<file path="config.mk">
export PLATFORM = sky130hd
export DESIGN_NAME = button_debouncer
export DESIGN_NICKNAME = d
export VERILOG_FILES = /design/src/rtl/button_debouncer.sv
export SDC_FILE = /design/constraint.sdc
export NUM_CORES = 1
export LEC_CHECK = 0
export ABC_AREA = 0
export CAP_MARGIN = 10
export CORE_AREA = 2 2 74 76
export DETAILED_ROUTE_END_ITERATION = 6
export DIE_AREA = 0 0 76 78
export GPL_ROUTABILITY_DRIVEN = 0
export GPL_TIMING_DRIVEN = 0
export MAX_ROUTING_LAYER = met4
export PLACE_DENSITY_LB_ADDON = 0.05
export SLEW_MARGIN = 25
export SYNTH_ARGS = -nofsm -noshare
export SYNTH_HDL_FRONTEND = slang
export SYNTH_SLANG_ARGS = --single-unit
</file>
<file path="constraint.sdc">
create_clock -name clk_100MHz -period 2.9 [get_ports clk_100MHz]
set_input_delay 0.58 -clock clk_100MHz [delete_from_list [all_inputs] [get_ports clk_100MHz]]
set_output_delay 0.58 -clock clk_100MHz [all_outputs]
set_load 0.005 [all_outputs]
</file>
<file path="src/rtl/button_debouncer.sv">
// Multi-channel push-button debouncer: 2-FF synchroniser, clock-enable sample strobe,
// per-channel stability counter, and single-cycle press/release pulses on clk_100MHz.
module button_debouncer #(
    parameter int unsigned N_BTN        = 5,
    parameter int unsigned TICK_DIV     = 524288,
    parameter int unsigned STABLE_TICKS = 3
) (
    input  logic             clk_100MHz,
    input  logic             clr,
    input  logic [N_BTN-1:0] btn_raw,
    output logic [N_BTN-1:0] btn_level,
    output logic [N_BTN-1:0] btn_press,
    output logic [N_BTN-1:0] btn_release,
    output logic             tick
);

    localparam int unsigned TW = $clog2(TICK_DIV);
    localparam int unsigned CW = $clog2(STABLE_TICKS + 1);
    localparam logic [TW-1:0] TICK_LAST = TW'(TICK_DIV - 1);
    localparam logic [CW-1:0] CNT_LAST  = CW'(STABLE_TICKS - 1);

    logic [N_BTN-1:0]         sync_q1;
    logic [N_BTN-1:0]         sync_q2;
    logic [TW-1:0]            tick_cnt;
    logic [N_BTN-1:0][CW-1:0] cnt;
    logic [N_BTN-1:0][CW-1:0] cnt_next;
    logic [N_BTN-1:0]         level_next;
    logic [N_BTN-1:0]         press_next;
    logic [N_BTN-1:0]         release_next;

    // Raw buttons are asynchronous to the system clock.
    always_ff @(posedge clk_100MHz or posedge clr) begin
        if (clr) begin
            sync_q1 <= '0;
            sync_q2 <= '0;
        end else begin
            sync_q1 <= btn_raw;
            sync_q2 <= sync_q1;
        end
    end

    // Sample strobe generator; the strobe is a clock enable, not a derived clock.
    always_ff @(posedge clk_100MHz or posedge clr) begin
        if (clr) begin
            tick_cnt <= '0;
        end else if (tick_cnt == TICK_LAST) begin
            tick_cnt <= '0;
        end else begin
            tick_cnt <= tick_cnt + TW'(1);
        end
    end

    assign tick = (tick_cnt == TICK_LAST);

    // A channel flips only after STABLE_TICKS consecutive samples disagree with its level.
    always_comb begin
        cnt_next     = cnt;
        level_next   = btn_level;
        press_next   = '0;
        release_next = '0;
        if (tick) begin
            for (int i = 0; i < int'(N_BTN); i++) begin
                if (sync_q2[i] == btn_level[i]) begin
                    cnt_next[i] = '0;
                end else if (cnt[i] == CNT_LAST) begin
                    cnt_next[i]     = '0;
                    level_next[i]   = sync_q2[i];
                    press_next[i]   = sync_q2[i];
                    release_next[i] = ~sync_q2[i];
                end else begin
                    cnt_next[i] = cnt[i] + CW'(1);
                end
            end
        end
    end

    always_ff @(posedge clk_100MHz or posedge clr) begin
        if (clr) begin
            cnt         <= '0;
            btn_level   <= '0;
            btn_press   <= '0;
            btn_release <= '0;
        end else begin
            cnt         <= cnt_next;
            btn_level   <= level_next;
            btn_press   <= press_next;
            btn_release <= release_next;
        end
    end

endmodule

</file>
### Word-level counts from Yosys, hierarchy flattened

Index checks and enable logic that the tools add are counted.

| word-level totals | value |
|---|---|
| register bits | 54 |
| word-level logic and storage cells | 80 |

| operators by class | value |
|---|---|
| bitwise operators | 10 |
| equality and inequality tests | 11 |
| reduce and logical (&&, ||, !) cells | 5 |
| $add $sub $neg | 6 |
| muxes and demuxes | 33 |

Operators by type and width:

| operator | count |
|---|---|
| $mux 1 | 20 |
| $mux 2 | 10 |
| $add 19x1->19 const B | 1 |
| $eq 19x19->1 const B | 1 |
| $mux 19 | 1 |
| $reduce_and 3->1 | 5 |
| $add 2x1->2 const B | 5 |
| $eq 2x2->1 const B | 5 |
| $mux 5 | 2 |
| $not 1->1 | 10 |
| $eq 1x1->1 | 5 |

### Depth between registers and ports, before layout

Gate-level depths: netlist (run 1).

| logic depth | value |
|---|---|
| word-level depth | 4 |
| mapped depth | 8 |
| mapped depth without buffers | 5 |

### Least setup slack after synthesis (run 1)

OpenSTA, ideal clock, no wires.

| path | value |
|---|---|
| path type | register to output |
| start | reg tick_cnt[0] |
| end | out tick |
| buffers on the path | 3 |
| stages on the path, launching flop included | 8 |
| arrival | 1901 ps |
| setup slack | 419 ps |
| cells stage by stage | dfrtp_1 > ha_1 > nand3_1 > or4_1 > buf_6 > nor2_1 > buf_2 > buf_2 |

| on the way | value |
|---|---|
| cells in the longest elaborated chain, start to end | 1 |

Ends and longest elaborated chain:

| element | RTL line | source |
|---|---|---|
| start, declared | 24 | `logic [TW-1:0] tick_cnt;` |
| start signal, assigned | 49 | `tick_cnt <= tick_cnt + TW'(1);` |
| $eq 19x19->1 | 53 | `assign tick = (tick_cnt == TICK_LAST);` |
| end, declared | 14 | `output logic tick` |

No other way between the ends.

### Final worst setup path (run 1)

Same ends and word-level chain as after synthesis.

==> metrics.md, run 1 <==
| Metric | Value |
|---|---|
| Outcome | `finished clean` |
| Max_slew headroom | `0.570` |
| Startpoint types | `flop` |
| Synthesized net count | `181` |
| Die Y | `78 µm` |
| Vias in the first global route | `1472` |
| Max Cap Viol | `0` |
| Worst slew pin tran | `0.645 ns` |
| Post-Syn Area per Cell | `12.8 µm²` |
| Via density | `5.07` |
| WS Path Type | `reg2out` |
| CP Data Arrival Time | `2.09 ns` |
| Setup slack at placement | `-0.447 ns` |
| Worst-path clk slew | `0.09 ns` |
| CP max-delay cell | `or4_4` |
| CP max FO | `4` |
| Final setup margin | `0.231 ns` |
| Clock sinks | `54` |
| First-pass GRT wire length | `6820 µm` |
| Grt ovf | `0` |
| Worst setup EP type | `primary output` |
| DIE AREA | `0.00593 mm²` |
| TritonRoute pass-1 iters | `4` |
| Minimum clock period | `2.67 ns` |
| Starting density of the core | `0.439` |
| Cell chosen for the clock root | `clkbuf_8` |
| RSZ-0062 raised after global routing | `false` |
| Antenna viol nets, final | `0` |
| Pins over their slew limit | `0` |
| Worst Skew | `0.00797 ns` |
| Final Cell Area | `0.00270 mm²` |
| TritonCTS clock tree | `built` |
| Final hold vios | `0` |
| All-Layer GR Usage | `0.149` |
| Row cnt | `26` |
| Ratio of cells with drive above 1 in the final layout | `0.193` |
| Placed Instance Area | `0.00252 mm²` |
| H-tree level count | `2` |
| Largest net degree at the start of global routing | `55` |
| Nets | `214` |
| Critical path cell sequence | `ha_2, nand3_4, or4_4, buf_6, nor2_4, buf_6, dlygate4sd2_1` |
| Pleak | `0.00122 µW` |
| Critical path buffers and inverters | `3` |
| Iter 0 DRT Violations | `62` |
| Synth async-reset ratio | `1.00` |
| CP dominant cell by count | `buf_6` |
| Util after Layout | `0.534` |
| PwrDens | `475 mW/mm²` |
| WHS | `0.360 ns` |
| Period utilization | `0.920` |
| Hold depth | `0` |
| Worst-Skew Late Latency | `0.30 ns` |
| IO Pins | `23` |
| Die X | `76 µm` |
| Number of distinct library cells after synthesis | `27` |
| Routed wire length | `3780 µm` |
| Sequential share of the synthesized area | `0.610` |
| Ys Warns | `0` |
| Flops & latches, synth | `54` |
| Maximum vdd drop | `0.000227 V` |
| Cell family with most CP delay | `simple AND/OR/NAND/NOR gates` |
| WL per Instance | `13.7 µm` |
| Inserted Diodes | `0` |
| Min-Delay Path Class | `reg2reg` |
| CP required | `2.32 ns` |
| HPWL after DPL | `2490 µm` |
| Levels on crit path | `7` |
| Post-Synthesis Cells | `173` |
| EDFF count, synth | `0` |
| Delay of the slowest critical-path stage | `0.53 ns` |
| Core Footprint | `0.00504 mm²` |
| Max Freq | `375 MHz` |
| Longest Clk Path Bufs | `2` |
| Area grow syn2layout | `21.7%` |
| Final setup fails | `0` |
| Initial antenna violation count | `0` |
| Post-Syn Area | `0.00221 mm²` |
| Ys flop type | `dfrtp_1` |
| Remaining DRCs | `0` |
| R2R depth | `7` |
| IO Port Bufs | `22` |
| Vias | `1404` |
| CTS buffer count | `5` |
| Total design power | `1280 µW` |
==> what timing repair did <==
| action | in CTS | in global routing |
|---|---|---|
| setup buffers | 5 | 0 |
| setup endpoints to repair | 1 | 0 |
| hold buffers | 0 | 0 |
| resized for setup | 9 | 0 |
==> worst register-to-register path: stages, from the launching register on <==
cell,delay [ns]
dfrtp_1,0.37
ha_2,0.21
nand3_4,0.09
or4_4,0.53
buf_6,0.14
buf_4,0.16
or4_4,0.55
mux2_4,0.31
==> cells in the mapped netlist, types with 2 or more instances <==
library cell	count	share of area
dfrtp_1	54	0.61
nand3_1	8	0.018
nor3b_1	14	0.047
nand2_1	12	0.020
xor2_1	12	0.047
mux2_2	9	0.046
or4_1	2	0.0068
xnor2_1	9	0.036
and4_1	2	0.0079
nand4_1	5	0.014
buf_2	2	0.0045
nor2_1	16	0.027
or4_4	5	0.025
mux2_4	5	0.034
nor3_1	5	0.011
o31ai_1	2	0.0068
==> layout make-up <==
type | count | area (µm²)
fillers | 440 | 2350
flip-flops and latches | 54 | 1350
multi-input cells | 114 | 861
repair buffers | 27 | 256
well taps | 70 | 87.6
clock buffers | 7 | 76.3
clock inverters | 1 | 30.0
plain buffers | 3 | 26.3
inverters | 1 | 6.26
==> registers in the layout, summed over array words and instances (netlist names) <==
name and count:
btn_level 5, btn_press 5, btn_release 5, cnt 10, sync_q1 5, sync_q2 5, tick_cnt 19
==> logic make-up (layout without fill, tap and decap cells) <==
logic type	Yosys count	after routing	synth area share
AND/OR/NAND/NOR	74	74	0.197
flip-flops	54	54	0.610
XOR/XNOR	21	21	0.0831
multiplexers	14	14	0.0797
buffers and inverters	5	39	0.0130
AO/OA/AOI/OAI	4	4	0.0113
adder cells (fa/ha/maj)	1	1	0.00565
==> path summary, 6_finish.rpt <==
path,startpoint,slack (ns),to
min,sync_q1[3]$_DFF_PP0_,0.36,sync_q2[3]$_DFF_PP0_
max,tick_cnt[0]$_DFF_PP0_,0.23,tick
min in group asynchronous,clr,0.71,sync_q1[2]$_DFF_PP0_
min reg2reg,sync_q1[3]$_DFF_PP0_,0.36,sync_q2[3]$_DFF_PP0_
max in group asynchronous,clr,1.75,cnt[6]$_DFFE_PP0N_
max reg2reg,tick_cnt[0]$_DFF_PP0_,0.43,btn_level[1]$_DFFE_PP0P_
==> layer usage <==
metal | wire (µm) | share of wire | vias up | track usage
met2 | 1890 | 0.50 | 28 | 0.237
li1 | - | - | 672 | -
met4 | 79 | 0.021 | 0 | 0.0655
met5 | 0 | 0 | - | -
met1 | 1670 | 0.44 | 696 | 0.184
met3 | 148 | 0.039 | 8 | 0.0360
==> layout by cell type, fill, tap and decap left out, types with 2 or more instances in the layout <==
master           count
nand4_1              5
nor2_1              15
dfrtp_1             54
mux2_2               9
buf_6                2
and4_1               2
clkbuf_1             2
o31ai_1              2
clkbuf_8             5
buf_4                5
nand3_1              7
xnor2_1              9
xor2_1              12
nor3_1               5
mux2_4               5
clkdlybuf4s50_1     21
or4_4                6
nand2_1             12
nor3b_1             14
==> metrics by stage <==
step,std cells,TNS [ns]
CTS,277,0
floorplan,173,0
global route,277,0
finish,277,0
detailed placement,265,-0.447
global placement,265,-0.404
==> where the power goes <==
| part | switching (µW) | total [µW] | internal, µW |
|---|---|---|---|
| Clock | 228 | 487 | 258 |
| Sequential | 4.92 | 764 | 759 |
| Combinational | 17.5 | 28.7 | 11.1 |
| Total | 251 | 1280 | 1030 |
Power figures use the tool's default switching activity.
==> run 2: changes to the inputs <==
CORE_AREA = 2 2 70 72   (was 2 2 74 76)
DIE_AREA = 0 0 72 74   (was 0 0 76 78)
==> run 2 against run 1 <==
  * Die area shrank 10%
  * Design area shrank 0.70%
  * Setup slack gained 0.029 ns
  * Routed wire length grew 0.16%
  * Sequential power is essentially flat
  * Critical path type unchanged
  * Worst hold slack lost 0.0062 ns
==> metrics.md, run 2 (synthesis results as in run 1) <==
| Metric | Value |
|---|---|
| Pleak | `0.00123 µW` |
| Met2 usage | `0.271` |
| Vias in the first global route | `1426` |
| Commonest non-fill, non-tap cells in the layout | `53 x dfrtp_1, 21 x clkdlybuf4s50_1, 15 x nor2_1` |
| Outcome | `finished clean` |
| Worst setup EP type | `primary output` |
| TNS Setup | `0 ns` |
| Setup slack at placement | `-0.461 ns` |
| Commonest non-fill, non-tap cell in the layout | `dfrtp_1` |
| Starting density of the core | `0.482` |
| Worst slew pin tran | `0.656 ns` |
| Max_slew headroom | `0.562` |
| IO Port Bufs | `22` |
| Max Freq | `379 MHz` |
| Clock sinks | `54` |
| Die X | `72 µm` |
| Remaining DRCs | `0` |
| First-pass GRT wire length | `6530 µm` |
| Vias | `1373` |
| Multi-input logic area | `861 µm²` |
| Largest net degree at the start of global routing | `55` |
| CP required | `2.32 ns` |
| Ratio of cells with drive above 1 in the final layout | `0.211` |
| Area grow syn2layout | `20.8%` |
| Row cnt | `25` |
| Minimum clock period | `2.64 ns` |
| Biggest register | `tick_cnt` |
| Routed wire length | `3790 µm` |
| Core Footprint | `0.00460 mm²` |
| Nets | `216` |
| Final setup margin | `0.259 ns` |
| Min-Delay Path Class | `reg2reg` |
| TritonRoute pass-1 iters | `4` |
| Worst Skew | `0.00391 ns` |
| Pins over their slew limit | `0` |
| Period utilization | `0.911` |
| RSZ-0062 raised after global routing | `false` |
| DIE AREA | `0.00533 mm²` |
| Maximum vdd drop | `0.000266 V` |
| All-Layer GR Usage | `0.168` |
| Placed cell count | `249` |
| Crit path launch | `tick_cnt[1]$_DFF_PP0_` |
| Inserted Diodes | `0` |
| Antenna viol nets, final | `0` |
| Die Y | `74 µm` |
| Longest Clk Path Bufs | `2` |
| Fin cells | `263` |
| Global-route met1 utilization | `0.201` |
| Via density | `5.22` |
| Met3 usage | `0.0407` |
| CP Data Arrival Time | `2.06 ns` |
| Placed Instance Area | `0.00250 mm²` |
| Grt ovf | `0` |
| Flip-flop and latch area | `0.00135 mm²` |
| TritonCTS clock tree | `built` |
| Busiest grt layer | `met2` |
| Iter 0 DRT Violations | `130` |
| Max Cap Viol | `0` |
| Launching point of the worst reg2reg path | `tick_cnt[1]$_DFF_PP0_` |
| Hold path startpoint | `sync_q1[0]$_DFF_PP0_` |
| Worst-path clk slew | `0.09 ns` |
| Final setup fails | `0` |
| Cell chosen for the clock root | `clkbuf_8` |
| Startpoint types | `flop` |
| WS Path Type | `reg2out` |
| WL per Instance | `14.4 µm` |
| PwrDens | `454 mW/mm²` |
| Initial antenna violation count | `0` |
| CP max FO | `2` |
| CTS buffer count | `5` |
| Final Cell Area | `0.00268 mm²` |
| Top Registers | `tick_cnt: 19 flops, cnt: 10 flops` |
| IO Pins | `23` |
| Fill count | `370` |
| HPWL after DPL | `2450 µm` |
| Largest register FFs | `19` |
| Final hold vios | `0` |
| Worst-Skew Late Latency | `0.30 ns` |
| H-tree level count | `2` |
[run 2: worst paths after layout]
kind | endpoint | slack [ns] | cells after the start
max in group asynchronous | tick_cnt[4]$_DFF_PP0_ | 1.71 | 2
min reg2reg | sync_q2[0]$_DFF_PP0_ | 0.35 | 0
min in group asynchronous | sync_q2[3]$_DFF_PP0_ | 0.71 | 2
min | sync_q2[0]$_DFF_PP0_ | 0.35 | 0
max | tick | 0.26 | 7
max reg2reg | btn_level[2]$_DFFE_PP0P_ | 0.46 | 7
[run 2: cell type report]
class                           instances  share of cell area
Tap cell                               54              0.0252
Clock buffer                            7              0.0323
Multi-Input combinational cell        114               0.322
Inverter                                1             0.00234
Buffer                                  3             0.00982
Sequential cell                        54               0.505
Timing Repair Buffer                   29               0.101
Clock inverter                          1             0.00187
[run 2: metal layers]
| metal | vias to the layer above | share of wire |
|---|---|---|
| met5 | - | 0 |
| met4 | 0 | 0.020 |
| met3 | 7 | 0.027 |
| met2 | 18 | 0.49 |
| met1 | 675 | 0.46 |
| li1 | 673 | - |
[run 2: report_power, final]
group / internal [µW] / switching [µW] / total (µW)
combinational: 11.2 / 17.8 / 29.0
clock: 193 / 228 / 421
sequential: 759 / 4.92 / 764
[run 2: worst max-delay path, stage by stage (launching register included)]
cell,delay [ns]
dfrtp_1,0.37
ha_2,0.21
nand3_4,0.07
or4_4,0.52
buf_6,0.14
nor2_4,0.11
buf_6,0.11
dlygate4sd2_1,0.22
[run 2: stage by stage]
step / power, µW / util / hold slack (ns)
final: 1210 / 0.582 / 0.354
after global routing: 1270 / 0.582 / 0.365
after CTS: 1230 / 0.582 / 0.355
after detailed placement: 809 / 0.545 / 0.335
after global placement: 807 / 0.544 / 0.333
after floorplan: 795 / - / 0.331
[run 2: timing repair]
item,4_1_cts,5_1_grt
setup endpoints to repair,1,0
buffers inserted,7,0
hold buffers,0,0
gates resized for setup,10,0
==> run 3: changes to the inputs <==
ABC_CLOCK_PERIOD_IN_PS = 2600   (was not set)
clock period = 2.6 ns   (was 2.9 ns; I/O delays follow)
==> run 3 against run 2 <==
  * Critical path depth did not move
  * Power rose by 12%
  * Sequential share of layout area decreased by 0.81 points
  * Clock power rose by 12%
  * Via count is 2.5% higher
  * Combinational power grew 11%
  * Register-to-register slack lost 0.29 ns
  * Routed wire length grew 2.8%
  * Flip-flop and latch count did not move
  * Global-route usage unchanged
  * Core utilization increased by 0.95 points
==> metrics.md, run 3 (synthesis results as in run 1) <==
| Metric | Value |
|---|---|
| WS Path Type | `reg2out` |
| Period utilization | `0.941` |
| Max Freq | `409 MHz` |
| Ratio of cells with drive above 1 in the final layout | `0.234` |
| R2r setup slk | `0.17 ns` |
| Clock sinks | `54` |
| RSZ-0062 raised after global routing | `false` |
| Fill count | `368` |
| CTS buffer count | `5` |
| Starting density of the core | `0.482` |
| Post-cts hold buffer count | `0` |
| Inserted Diodes | `0` |
| Worst slew pin tran | `0.651 ns` |
| Nets | `221` |
| HPWL after DPL | `2450 µm` |
| Antenna viol nets, final | `0` |
| Grt ovf | `0` |
| Total design power | `1360 µW` |
| Via density | `5.25` |
| Routed wire length | `3900 µm` |
| Top Registers | `tick_cnt: 19 flops, cnt: 10 flops` |
| Hold depth | `0` |
| H-tree level count | `2` |
| Core Footprint | `0.00460 mm²` |
| Hold endpoint | `sync_q2[0]$_DFF_PP0_` |
| Hold path startpoint | `sync_q1[0]$_DFF_PP0_` |
| Final hold vios | `0` |
| Largest register FFs | `19` |
| Longest Clk Path Bufs | `2` |
| PwrDens | `498 mW/mm²` |
| Remaining DRCs | `0` |
| Pins over their slew limit | `0` |
| Max Cap Viol | `0` |
| Area grow syn2layout | `22.8%` |
| Vias | `1408` |
| WL per Instance | `14.5 µm` |
| TritonCTS clock tree | `built` |
| Util after Layout | `0.592` |
| Worst-path clk slew | `0.09 ns` |
| CP required | `2.08 ns` |
| WHS | `0.354 ns` |
| IO Pins | `23` |
| TritonRoute pass-1 iters | `4` |
| R2R depth | `7` |
| Cell chosen for the clock root | `clkbuf_8` |
| Iter 0 DRT Violations | `110` |
| DIE AREA | `0.00533 mm²` |
| Initial antenna violation count | `0` |
| Launching point of the worst reg2reg path | `tick_cnt[0]$_DFF_PP0_` |
| Worst setup EP type | `primary output` |
| Pleak | `0.00125 µW` |
| TNS Setup | `0 ns` |
| Row cnt | `25` |
| Die X | `72 µm` |
| Startpoint types | `flop` |
| Worst-Skew Late Latency | `0.30 ns` |
| CP Data Arrival Time | `1.93 ns` |
| CP max FO | `2` |
| Min-Delay Path Class | `reg2reg` |
| Outcome | `finished clean` |
| Worst Skew | `0.00381 ns` |
| Commonest non-fill, non-tap cell in the layout | `dfrtp_1` |
| Final setup fails | `0` |
| Biggest register | `tick_cnt` |
| Minimum clock period | `2.45 ns` |
| First-pass GRT wire length | `6530 µm` |
| Vias in the first global route | `1426` |
| Maximum vdd drop | `0.000298 V` |
| Max_slew headroom | `0.566` |
| RR Endpoint | `btn_level[2]$_DFFE_PP0P_` |
| Commonest non-fill, non-tap cells in the layout | `53 x dfrtp_1, 21 x clkdlybuf4s50_1, 15 x nor2_1` |
| Die Y | `74 µm` |
| Largest net degree at the start of global routing | `55` |
| All-Layer GR Usage | `0.168` |
| IO Port Bufs | `22` |
-- run 3: changes by cell type in the layout (fill, tap and decap cells not counted), sizes merged --
cell	previous run	this run
buf	10	15
clkbuf	7	8
dlygate4sd2	1	0
-- run 3: worst max path at each step --
stage / slack [ns] / start / cells past startpoint / endpoint
6_report: 0.15 / tick_cnt[0]$_DFF_PP0_ / 7 / tick
5_1_grt: 0.06 / tick_cnt[0]$_DFF_PP0_ / 7 / tick
4_1_cts: 0.01 / tick_cnt[1]$_DFF_PP0_ / 7 / tick
3_5_place_dp: -0.70 / tick_cnt[0]$_DFF_PP0_ / 8 / tick
3_3_place_gp: -0.63 / tick_cnt[0]$_DFF_PP0_ / 8 / tick
2_1_floorplan: 0.18 / tick_cnt[0]$_DFF_PP0_ / 7 / tick
-- run 3: final cells by class --
class / count / area, µm² / share of cell area
Sequential cell: 54 / 1350 / 0.497
Tap cell: 54 / 67.6 / 0.0248
Multi-Input combinational cell: 114 / 871 / 0.320
Clock buffer: 7 / 86.3 / 0.0317
Timing Repair Buffer: 34 / 305 / 0.112
Buffer: 3 / 26.3 / 0.00966
Clock inverter: 1 / 5.00 / 0.00184
Inverter: 1 / 6.26 / 0.00230
-- run 3: per-layer routing --
metal,up-vias,GRT usage,routed length (µm)
met4,0,0.0776,76
li1,684,-,-
met5,-,-,0
met3,7,0.0407,106
met2,20,0.271,1930
met1,697,0.201,1780
-- run 3: critical path: stages, from the launching register on --
cell,delay [ns]
dfrtp_1,0.41
ha_4,0.17
nand3_4,0.07
or4_4,0.52
buf_6,0.14
nor2_4,0.11
buf_6,0.11
clkbuf_2,0.10
-- run 3: stage by stage --
step,area (µm²),std cells,setup slack [ns]
global route,2720,268,0.0626
CTS,2680,263,0.0128
finish,2720,268,0.153
global placement,2500,249,-0.625
floorplan,2210,173,0.179
detailed placement,2500,249,-0.701
-- run 3: report_power, final --
part	total [µW]	switching (µW)	internal, µW
sequential	852	5.51	847
combinational	32.2	19.8	12.5
clock	471	256	215
total	1360	281	1070
-- run 3: timing repair --
action | CTS | global route
buffers inserted | 7 | 5
setup endpoints to repair | 1 | 1
gates resized for setup | 10 | 3
pin swaps | 1 | 1
